[src/rtl/mmio_uart_tx.sv]
// Memory-mapped 8N1 UART transmitter.
// Snoops CPU data-port writes: a write to TX_ADDR queues wr_data[7:0] in a
// small byte FIFO, a write to STAT_ADDR clears the sticky overflow flag.
// Queued bytes are serialised LSB first (start, 8 data, stop) on tx.
module mmio_uart_tx #(
    parameter int          CLKS_PER_BIT = 434,
    parameter int          FIFO_DEPTH   = 8,
    parameter logic [15:0] TX_ADDR      = 16'hFFFF,
    parameter logic [15:0] STAT_ADDR    = 16'hFFFE
) (
    input  logic        CLK_50MHZ,
    input  logic        reset,
    input  logic        wr_en,
    input  logic [15:0] addr,
    input  logic [15:0] wr_data,
    output logic [15:0] rd_data,
    output logic        tx,
    output logic        busy,
    output logic        fifo_full,
    output logic        fifo_empty
);

    localparam int PTR_W = $clog2(FIFO_DEPTH);
    localparam int CNT_W = PTR_W + 1;
    localparam logic [15:0]      BAUD_LAST = 16'(CLKS_PER_BIT - 1);
    localparam logic [CNT_W-1:0] CNT_FULL  = CNT_W'(FIFO_DEPTH);

    typedef enum logic [1:0] {S_IDLE, S_START, S_DATA, S_STOP} state_t;

    state_t           state_q, state_d;
    logic [15:0]      baud_q, baud_d;
    logic [2:0]       bit_idx_q, bit_idx_d;
    logic [7:0]       shift_q, shift_d;
    logic             tx_q, tx_d;
    logic [PTR_W-1:0] rd_ptr_q, rd_ptr_d;
    logic [PTR_W-1:0] wr_ptr_q, wr_ptr_d;
    logic [CNT_W-1:0] count_q, count_d;
    logic             full_q, full_d;
    logic             empty_q, empty_d;
    logic             ovf_q, ovf_d;

    logic [7:0] fifo_mem [FIFO_DEPTH];

    logic push_req;
    logic push;
    logic pop;
    logic stat_wr;
    logic baud_done;
    logic unused_hi;

    assign push_req  = wr_en && (addr == TX_ADDR);
    assign push      = push_req && !full_q;
    assign pop       = (state_q == S_IDLE) && !empty_q;
    assign stat_wr   = wr_en && (addr == STAT_ADDR);
    assign baud_done = (baud_q == BAUD_LAST);
    // Upper write-data byte is never transmitted.
    assign unused_hi = ^wr_data[15:8];

    // FIFO pointers, occupancy flags and the sticky overflow flag.
    always_comb begin
        rd_ptr_d = rd_ptr_q;
        wr_ptr_d = wr_ptr_q;
        ovf_d    = ovf_q;
        count_d  = count_q + CNT_W'(push) - CNT_W'(pop);
        if (push) wr_ptr_d = wr_ptr_q + PTR_W'(1);
        if (pop)  rd_ptr_d = rd_ptr_q + PTR_W'(1);
        // A full-FIFO write is dropped even if a pop frees a slot this edge.
        if (push_req && full_q) begin
            ovf_d = 1'b1;
        end else if (stat_wr) begin
            ovf_d = 1'b0;
        end
        full_d  = (count_d == CNT_FULL);
        empty_d = (count_d == '0);
    end

    // Transmit FSM: next state, baud/bit counters and the next tx level.
    always_comb begin
        state_d   = state_q;
        baud_d    = baud_q;
        bit_idx_d = bit_idx_q;
        shift_d   = shift_q;
        tx_d      = tx_q;
        case (state_q)
            S_IDLE: begin
                tx_d = 1'b1;
                if (!empty_q) begin
                    shift_d = fifo_mem[rd_ptr_q];
                    baud_d  = '0;
                    state_d = S_START;
                    tx_d    = 1'b0;
                end
            end
            S_START: begin
                if (baud_done) begin
                    baud_d    = '0;
                    bit_idx_d = '0;
                    state_d   = S_DATA;
                    tx_d      = shift_q[0];
                end else begin
                    baud_d = baud_q + 16'd1;
                end
            end
            S_DATA: begin
                if (baud_done) begin
                    baud_d = '0;
                    if (bit_idx_q == 3'd7) begin
                        state_d = S_STOP;
                        tx_d    = 1'b1;
                    end else begin
                        shift_d   = {1'b0, shift_q[7:1]};
                        bit_idx_d = bit_idx_q + 3'd1;
                        tx_d      = shift_q[1];
                    end
                end else begin
                    baud_d = baud_q + 16'd1;
                end
            end
            S_STOP: begin
                tx_d = 1'b1;
                if (baud_done) begin
                    baud_d  = '0;
                    state_d = S_IDLE;
                end else begin
                    baud_d = baud_q + 16'd1;
                end
            end
            default: begin
                state_d = S_IDLE;
                tx_d    = 1'b1;
            end
        endcase
    end

    // State register; reset aborts any frame and discards queued bytes.
    always_ff @(posedge CLK_50MHZ) begin
        if (reset) begin
            state_q   <= S_IDLE;
            baud_q    <= '0;
            bit_idx_q <= '0;
            shift_q   <= '0;
            tx_q      <= 1'b1;
            rd_ptr_q  <= '0;
            wr_ptr_q  <= '0;
            count_q   <= '0;
            full_q    <= 1'b0;
            empty_q   <= 1'b1;
            ovf_q     <= 1'b0;
        end else begin
            state_q   <= state_d;
            baud_q    <= baud_d;
            bit_idx_q <= bit_idx_d;
            shift_q   <= shift_d;
            tx_q      <= tx_d;
            rd_ptr_q  <= rd_ptr_d;
            wr_ptr_q  <= wr_ptr_d;
            count_q   <= count_d;
            full_q    <= full_d;
            empty_q   <= empty_d;
            ovf_q     <= ovf_d;
        end
    end

    // FIFO storage write; contents are don't-care until pointed at.
    always_ff @(posedge CLK_50MHZ) begin
        if (push && !reset) begin
            fifo_mem[wr_ptr_q] <= wr_data[7:0];
        end
    end

    assign tx         = tx_q;
    assign busy       = (state_q != S_IDLE);
    assign fifo_full  = full_q;
    assign fifo_empty = empty_q;
    assign rd_data    = (addr == STAT_ADDR) ? {12'b0, ovf_q, busy, full_q, empty_q}
                                            : 16'h0000;

endmodule

[config.mk]
export PLATFORM = sky130hd
export DESIGN_NAME = mmio_uart_tx
export DESIGN_NICKNAME = d
export VERILOG_FILES = /design/src/rtl/mmio_uart_tx.sv
export SDC_FILE = /design/constraint.sdc
export NUM_CORES = 1
export LEC_CHECK = 0
export CAP_MARGIN = 40
export CORE_ASPECT_RATIO = 1.2
export CORE_MARGIN = 5
export CORE_UTILIZATION = 32
export DETAILED_ROUTE_END_ITERATION = 16
export GPL_TIMING_DRIVEN = 0
export SLEW_MARGIN = 10
export SYNTH_ARGS = -nofsm -noshare
export SYNTH_HDL_FRONTEND = slang
export SYNTH_SLANG_ARGS = --single-unit
[constraint.sdc]
create_clock -name CLK_50MHZ -period 4.3 [get_ports CLK_50MHZ]
set_clock_uncertainty 0.1 [all_clocks]
set_input_delay 0.43 -clock CLK_50MHZ [delete_from_list [all_inputs] [get_ports CLK_50MHZ]]
set_output_delay 0.43 -clock CLK_50MHZ [all_outputs]
set_load 0.01 [all_outputs]
Yosys cells after proc, flatten, opt, wreduce, memory -nomap -nowiden
Memory sizes are Yosys's and may differ from the RTL's. A register that Yosys moved wholly into a read port is not among the register bits.
Index checks and enable logic that the tools add are counted.
- equality and inequality tests: 14
- add/subtract/negate cells: 6
- mux-type cells: 29
- reduce and logical (&&, ||, !) cells: 20
- operators by type and width (operator ; count):
    == test 16 bit, second input constant ; 2
    2-to-1 mux 16 bit ; 2
    case mux 16 bit (2 select lines) ; 1
    2-to-1 mux 8 bit ; 3
    adder 16 x 1 -> 16 bit, second input constant ; 1
    == test 16 x 9 -> 1 bit, second input constant ; 1
    case mux 8 bit (2 select lines) ; 1
    2-to-1 mux 3 bit ; 5
    inequality test 2 bit, second input constant ; 6
    2-to-1 mux 2 bit ; 5
    adder 3 x 1 -> 3 bit, second input constant ; 3
    2-to-1 mux 1 bit ; 8
    case mux 2 bit (4 select lines) ; 1
    AND reduction 4 bit ; 2
    nonzero test 2 bit ; 4
    logical AND 1 bit ; 6
    case mux 3 bit (2 select lines) ; 1
    AND reduction 5 bit ; 1
    adder 4 x 1 -> 4 bit ; 1
    == test 2 bit, second input constant ; 2
    == test 4 bit, second input constant ; 1
    logical NOT 4 bit ; 1
    2-to-1 mux 4 bit ; 1
    case mux 1 bit (4 select lines) ; 1
    other kinds (7) ; 9
- bits in writable memories: 64
- memories: 1
- register bits: 43
- word-level logic and storage cells: 81
- memories (name ; words ; width ; rd ports ; clocked after memory_dff ; write ports ; line ; RTL):
    fifo_mem ; 8 ; 8 ; 1 ; 1 ; 1 ; 42 ; logic [7:0] fifo_mem [FIFO_DEPTH];

Logic depth before layout (Yosys ltp)
- word-level depth: 6
- mapped depth: 13
- gate-level depth less buffers: 11

Worst setup path after synthesis
OpenSTA, ideal clock, no wires.
- kind: input-to-reg
- from: input port addr[6]
- to: register empty_q (netlist: fifo_empty)
- arrival time: 2.930 ns
- setup time: 0.115 ns
- required time: 4.085 ns
- cell stages on the path: 12
- path slack: 1.156 ns
- cells stage by stage: nand4_1 > or3_4 > or4b_4 > buf_6 > ha_1 > inv_1 > ha_1 > inv_1 > fa_1 > xor2_1 > and3b_1 > o21a_1
- longest elaborated chain between the ends: 6
- ends and longest elaborated chain (element ; line ; RTL):
    from (decl) ; 14 ; input logic [15:0] addr,
    == test 16 bit ; 51 ; assign push_req = wr_en && (addr == TX_ADDR);
    logical AND 1 bit ; 51 ;
    logical AND 1 bit ; 52 ; assign push = push_req && !full_q;
    adder 4 x 1 -> 4 bit ; 64 ; count_d = count_q + CNT_W'(push) - CNT_W'(pop);
    subtractor 4 x 1 -> 4 bit ; 64 ;
    logical NOT 4 bit ; 74 ; empty_d = (count_d == '0);
    to (signal assigned) ; 159 ; empty_q <= empty_d;
    to (decl) ; 39 ; logic empty_q, empty_d;
No other way between the ends.
A chain may end at the register's enable or synchronous reset.

Worst setup path after layout
Same ends and word-level chain as after synthesis.

==> run_summary.xml <==
<?xml version="1.0" encoding="UTF-8"?>
<metrics>
  <group name="layout">
    <metric name="net_total_in_the_final_layout" unit="">513</metric>
    <metric name="most_frequent_cells_in_the_layout" unit="">sky130_fd_sc_hd__edfxtp_1, sky130_fd_sc_hd__dfxtp_1, sky130_fd_sc_hd__clkdlybuf4s50_1</metric>
    <metric name="finish.utilization" unit="">0.3923</metric>
    <metric name="layout-area-overhead-vs-synth" unit="%">20.65</metric>
    <metric name="drive_above_1_share" unit="">0.1349</metric>
    <metric name="num-fill-cells" unit="">1416</metric>
    <metric name="antenna_cells_inserted" unit="">0</metric>
    <metric name="layout_commonest_cell" unit="">sky130_fd_sc_hd__edfxtp_1</metric>
  </group>
  <group name="floorplanning">
    <metric name="die_height" unit="µm">145.3</metric>
    <metric name="initial_utilization" unit="">0.3251</metric>
    <metric name="placementRows" unit="">49</metric>
    <metric name="fp.dieW" unit="µm">122.8</metric>
    <metric name="core_region_area" unit="µm²">15020</metric>
    <metric name="die-area" unit="µm²">17840</metric>
    <metric name="ioPinCount" unit="">55</metric>
  </group>
  <group name="yosys">
    <metric name="yosysUniqueCellTypes" unit="">52</metric>
    <metric name="number_of_instances_in_the_synthesized_netlist" unit="">399</metric>
    <metric name="post_synth.cell_area_avg" unit="µm²">12.24</metric>
    <metric name="yosysTopAreaCellShare" unit="">0.3935</metric>
    <metric name="synthArstFlopShare" unit="">0</metric>
    <metric name="synth_top_cells_by_area" unit="">sky130_fd_sc_hd__edfxtp_1, sky130_fd_sc_hd__dfxtp_1, sky130_fd_sc_hd__mux4_2, sky130_fd_sc_hd__ha_1, sky130_fd_sc_hd__a21oi_1</metric>
    <metric name="synthesis.area" unit="µm²">4883</metric>
    <metric name="synthesis.yosys.warnings" unit="">0</metric>
    <metric name="synth_top_flop_cell" unit="">sky130_fd_sc_hd__edfxtp_1</metric>
    <metric name="synth.yosys.seq_area_share" unit="">0.5821</metric>
    <metric name="synth_enable_flop_cells" unit="">64</metric>
    <metric name="synth.ff_latch_count" unit="">110</metric>
    <metric name="synth_area_leader_cell" unit="">sky130_fd_sc_hd__edfxtp_1</metric>
  </group>
  <group name="cts">
    <metric name="ctsLongestPathBuffers" unit="">2</metric>
    <metric name="cts.repair.resized" unit="">0</metric>
    <metric name="cts.clk_slew.worst_paths" unit="ps">70</metric>
    <metric name="cts.root.buffer_cell" unit="">sky130_fd_sc_hd__clkbuf_16</metric>
    <metric name="clock_sinks" unit="">110</metric>
    <metric name="ctsHoldBuffers" unit="">0</metric>
    <metric name="clock_insertion_delay_worst_skew" unit="ps">350</metric>
    <metric name="cts_max_level" unit="">3</metric>
    <metric name="cts_buffers" unit="">9</metric>
    <metric name="cts_post_setup_buffers_inserted" unit="">0</metric>
    <metric name="tritoncts_clock_tree" unit="">done</metric>
  </group>
  <group name="power_and_ir_drop">
    <metric name="leakage" unit="µW">0.002012</metric>
    <metric name="finalPower" unit="µW">3079</metric>
    <metric name="power_per_cell_area" unit="nW/µm²">522.6</metric>
    <metric name="vdd_drop_max" unit="µV">309.4</metric>
  </group>
  <group name="placed_design">
    <metric name="io_buffers" unit="">34</metric>
    <metric name="place_ws" unit="ps">553.6</metric>
    <metric name="dp_hpwl" unit="µm">7511</metric>
    <metric name="global_placement_routability_congestion" unit="">0.7870</metric>
  </group>
  <group name="critical_path">
    <metric name="max_stage_delay" unit="ps">530</metric>
    <metric name="critical_path_class" unit="">in -&gt; reg</metric>
    <metric name="rr_startpoint" unit="">state_q[0]$_SDFFE_PP0P_</metric>
    <metric name="cp.arrival" unit="ps">3520</metric>
    <metric name="worst-r2r-setup-slack" unit="ps">1230</metric>
    <metric name="r2r-end" unit="">fifo_empty$_SDFF_PP1_</metric>
    <metric name="worst_reg2reg_path_depth" unit="">13</metric>
    <metric name="cp_max_fo" unit="">7</metric>
    <metric name="critPathSlowestCell" unit="">sky130_fd_sc_hd__or4b_4</metric>
    <metric name="critical_path.startpoint_type" unit="">primary input</metric>
    <metric name="timing.critical_path.max_delay_family" unit="">simple AND/OR/NAND/NOR gates</metric>
    <metric name="cp.required" unit="ps">4450</metric>
    <metric name="end_kind" unit="">flop</metric>
    <metric name="critical_path_buf_inv_count" unit="">4</metric>
    <metric name="path_cells" unit="">clkdlybuf4s50_1 &gt; nand4_1 &gt; or3_4 &gt; or4b_4 &gt; buf_6 &gt; ha_1 &gt; inv_1 &gt; ha_1 &gt; inv_1 &gt; fa_1 &gt; xor2_1 &gt; and3b_1 &gt; o21a_1</metric>
  </group>
  <group name="global_routing">
    <metric name="global_route.overflow_total" unit="">0</metric>
    <metric name="grt.total_usage" unit="">0.1223</metric>
    <metric name="antenna_found_initial" unit="">0</metric>
    <metric name="number_of_global_route_vias_before_repair" unit="">3340</metric>
    <metric name="maximum_number_of_pins_on_one_net_before_global_route_repair" unit="">20</metric>
    <metric name="grt_pass1_wl" unit="µm">16930</metric>
  </group>
  <group name="min_path">
    <metric name="min_path_cells" unit="">2</metric>
    <metric name="hold_path.startpoint" unit="">shift_q[3]$_SDFFE_PP0P_</metric>
    <metric name="whs_endpoint" unit="">shift_q[3]$_SDFFE_PP0P_</metric>
    <metric name="worst_hold_path_type" unit="">reg -&gt; reg</metric>
  </group>
  <group name="route">
    <metric name="vias_per_cell" unit="">4.954</metric>
    <metric name="postRouteAntennaNets" unit="">0</metric>
    <metric name="wl" unit="µm">10240</metric>
    <metric name="post_drt_wl_per_cell" unit="µm">15.26</metric>
    <metric name="drt_pass_1_iters" unit="">4</metric>
    <metric name="dr.first_iter.drc_count" unit="">152</metric>
    <metric name="drc_errors" unit="">0</metric>
    <metric name="dr_total_vias" unit="">3324</metric>
  </group>
  <group name="outcome">
    <metric name="status" unit="">complete, no violations</metric>
  </group>
  <group name="timing">
    <metric name="worst_slew_pin_slew" unit="ps">745.6</metric>
    <metric name="timing.slew.headroom" unit="">0.4992</metric>
    <metric name="timing.hold.ws" unit="ps">358.1</metric>
    <metric name="unrepaired_setup_endpoints_after_global_routing" unit="">no</metric>
    <metric name="fmax" unit="MHz">296.5</metric>
    <metric name="layout_min_cycle_time" unit="ps">3372</metric>
    <metric name="min_period_over_period" unit="">0.7842</metric>
    <metric name="report.final.slew_viol_count" unit="">0</metric>
    <metric name="final.setup.worst_slack" unit="ps">927.8</metric>
    <metric name="report.final.setup_viol" unit="">0</metric>
    <metric name="hold_viol" unit="">0</metric>
  </group>
  <group name="run">
    <metric name="count_of_max_cap_constraint_violations" unit="">0</metric>
  </group>
</metrics>
[layer usage]
layer	up-vias	global-route usage	part of all wire
li1	1612	-	-
met1	1633	0.1494	0.42
met2	68	0.2041	0.52
met3	11	0.03387	0.046
met4	0	0.04538	0.016
met5	-	0	0
[cell type report]
class                           count  area, µm²  share of cell area
Multi-Input combinational cell    252       1858              0.3154
Clock buffer                        9      225.2             0.03822
Timing Repair Buffer               41      392.9             0.06668
Inverter                           13      48.80            0.008282
Clock inverter                      7      78.83             0.01338
Buffer                             35      190.2             0.03228
Sequential cell                   110       2843              0.4825
Tap cell                          204      255.2             0.04332
[worst max path at each step]
stage	from	endpoint	slack, ps	cells after the start
5_1_grt	addr[6]	fifo_empty$_SDFF_PP1_	820	13
3_3_place_gp	addr[2]	fifo_mem[0][4]$_DFFE_PP_	-290	7
3_5_place_dp	addr[6]	fifo_empty$_SDFF_PP1_	550	13
4_1_cts	addr[6]	fifo_empty$_SDFF_PP1_	920	13
6_report	addr[6]	fifo_empty$_SDFF_PP1_	930	13
2_1_floorplan	addr[6]	fifo_empty$_SDFF_PP1_	1160	12
[sequential cells by signal, indices dropped and copies added (netlist names), named ones only]
register    count
shift_q         8
fifo_full       1
count_q         4
wr_ptr_q        3
ovf_q           1
state_q         2
tx              1
fifo_mem       64
bit_idx_q       3
fifo_empty      1
baud_q         16
rd_ptr_q        3
[power by group]
part           switching [µW]  internal [µW]
sequential               71.5           1210
clock                     395            459
combinational             537            409
total                    1000           2080
[kinds of logic (layout without fill, tap and decap cells)]
family	Yosys count	after routing	synth area share
flip-flops	110	110	0.5821
AND/OR/NAND/NOR	127	127	0.1366
XOR/XNOR	7	7	0.01255
buffers and inverters	48	105	0.04894
adder cells (fa/ha/maj)	16	16	0.04253
other	1	12	0.0007679
AO/OA/AOI/OAI	70	70	0.09454
multiplexers	20	20	0.08199
[cells in the mapped netlist (2+ instances only)]
master	number
sky130_fd_sc_hd__a211oi_1	2
sky130_fd_sc_hd__a21o_1	8
sky130_fd_sc_hd__a21oi_1	26
sky130_fd_sc_hd__a311oi_1	7
sky130_fd_sc_hd__a31oi_1	3
sky130_fd_sc_hd__a41oi_1	2
sky130_fd_sc_hd__and2_1	5
sky130_fd_sc_hd__and3_1	4
sky130_fd_sc_hd__and4_1	2
sky130_fd_sc_hd__buf_2	5
sky130_fd_sc_hd__buf_4	12
sky130_fd_sc_hd__clkbuf_1	16
sky130_fd_sc_hd__dfxtp_1	46
sky130_fd_sc_hd__edfxtp_1	64
sky130_fd_sc_hd__ha_1	15
sky130_fd_sc_hd__inv_1	13
sky130_fd_sc_hd__mux2i_1	4
sky130_fd_sc_hd__mux4_2	16
sky130_fd_sc_hd__nand2_1	23
sky130_fd_sc_hd__nand2b_1	2
sky130_fd_sc_hd__nand3_1	8
sky130_fd_sc_hd__nand3b_1	2
sky130_fd_sc_hd__nand4_1	16
sky130_fd_sc_hd__nor2_1	30
sky130_fd_sc_hd__nor2b_1	3
sky130_fd_sc_hd__nor3_1	15
sky130_fd_sc_hd__nor4_1	5
sky130_fd_sc_hd__o21ai_0	6
sky130_fd_sc_hd__o22ai_1	7
sky130_fd_sc_hd__o311a_1	4
sky130_fd_sc_hd__or3_1	2
sky130_fd_sc_hd__xnor2_1	4
sky130_fd_sc_hd__xor2_1	3
[worst min-delay path, cell delays in order (launching register included)]
cell,delay (ps)
sky130_fd_sc_hd__dfxtp_1,310
sky130_fd_sc_hd__nand2_1,50
sky130_fd_sc_hd__a21oi_1,50
[stage by stage]
| stage | cells | TNS (ps) | instance area (µm²) |
|---|---|---|---|
| 2_1_floorplan | 410 | 0 | 4925 |
| 3_3_place_gp | 648 | -2288 | 5520 |
| 3_5_place_dp | 654 | 0 | 5580 |
| 4_1_cts | 670 | 0 | 5884 |
| 5_1_grt | 671 | 0 | 5892 |
| 6_report | 671 | 0 | 5892 |
(Power assumes the default switching activity.)
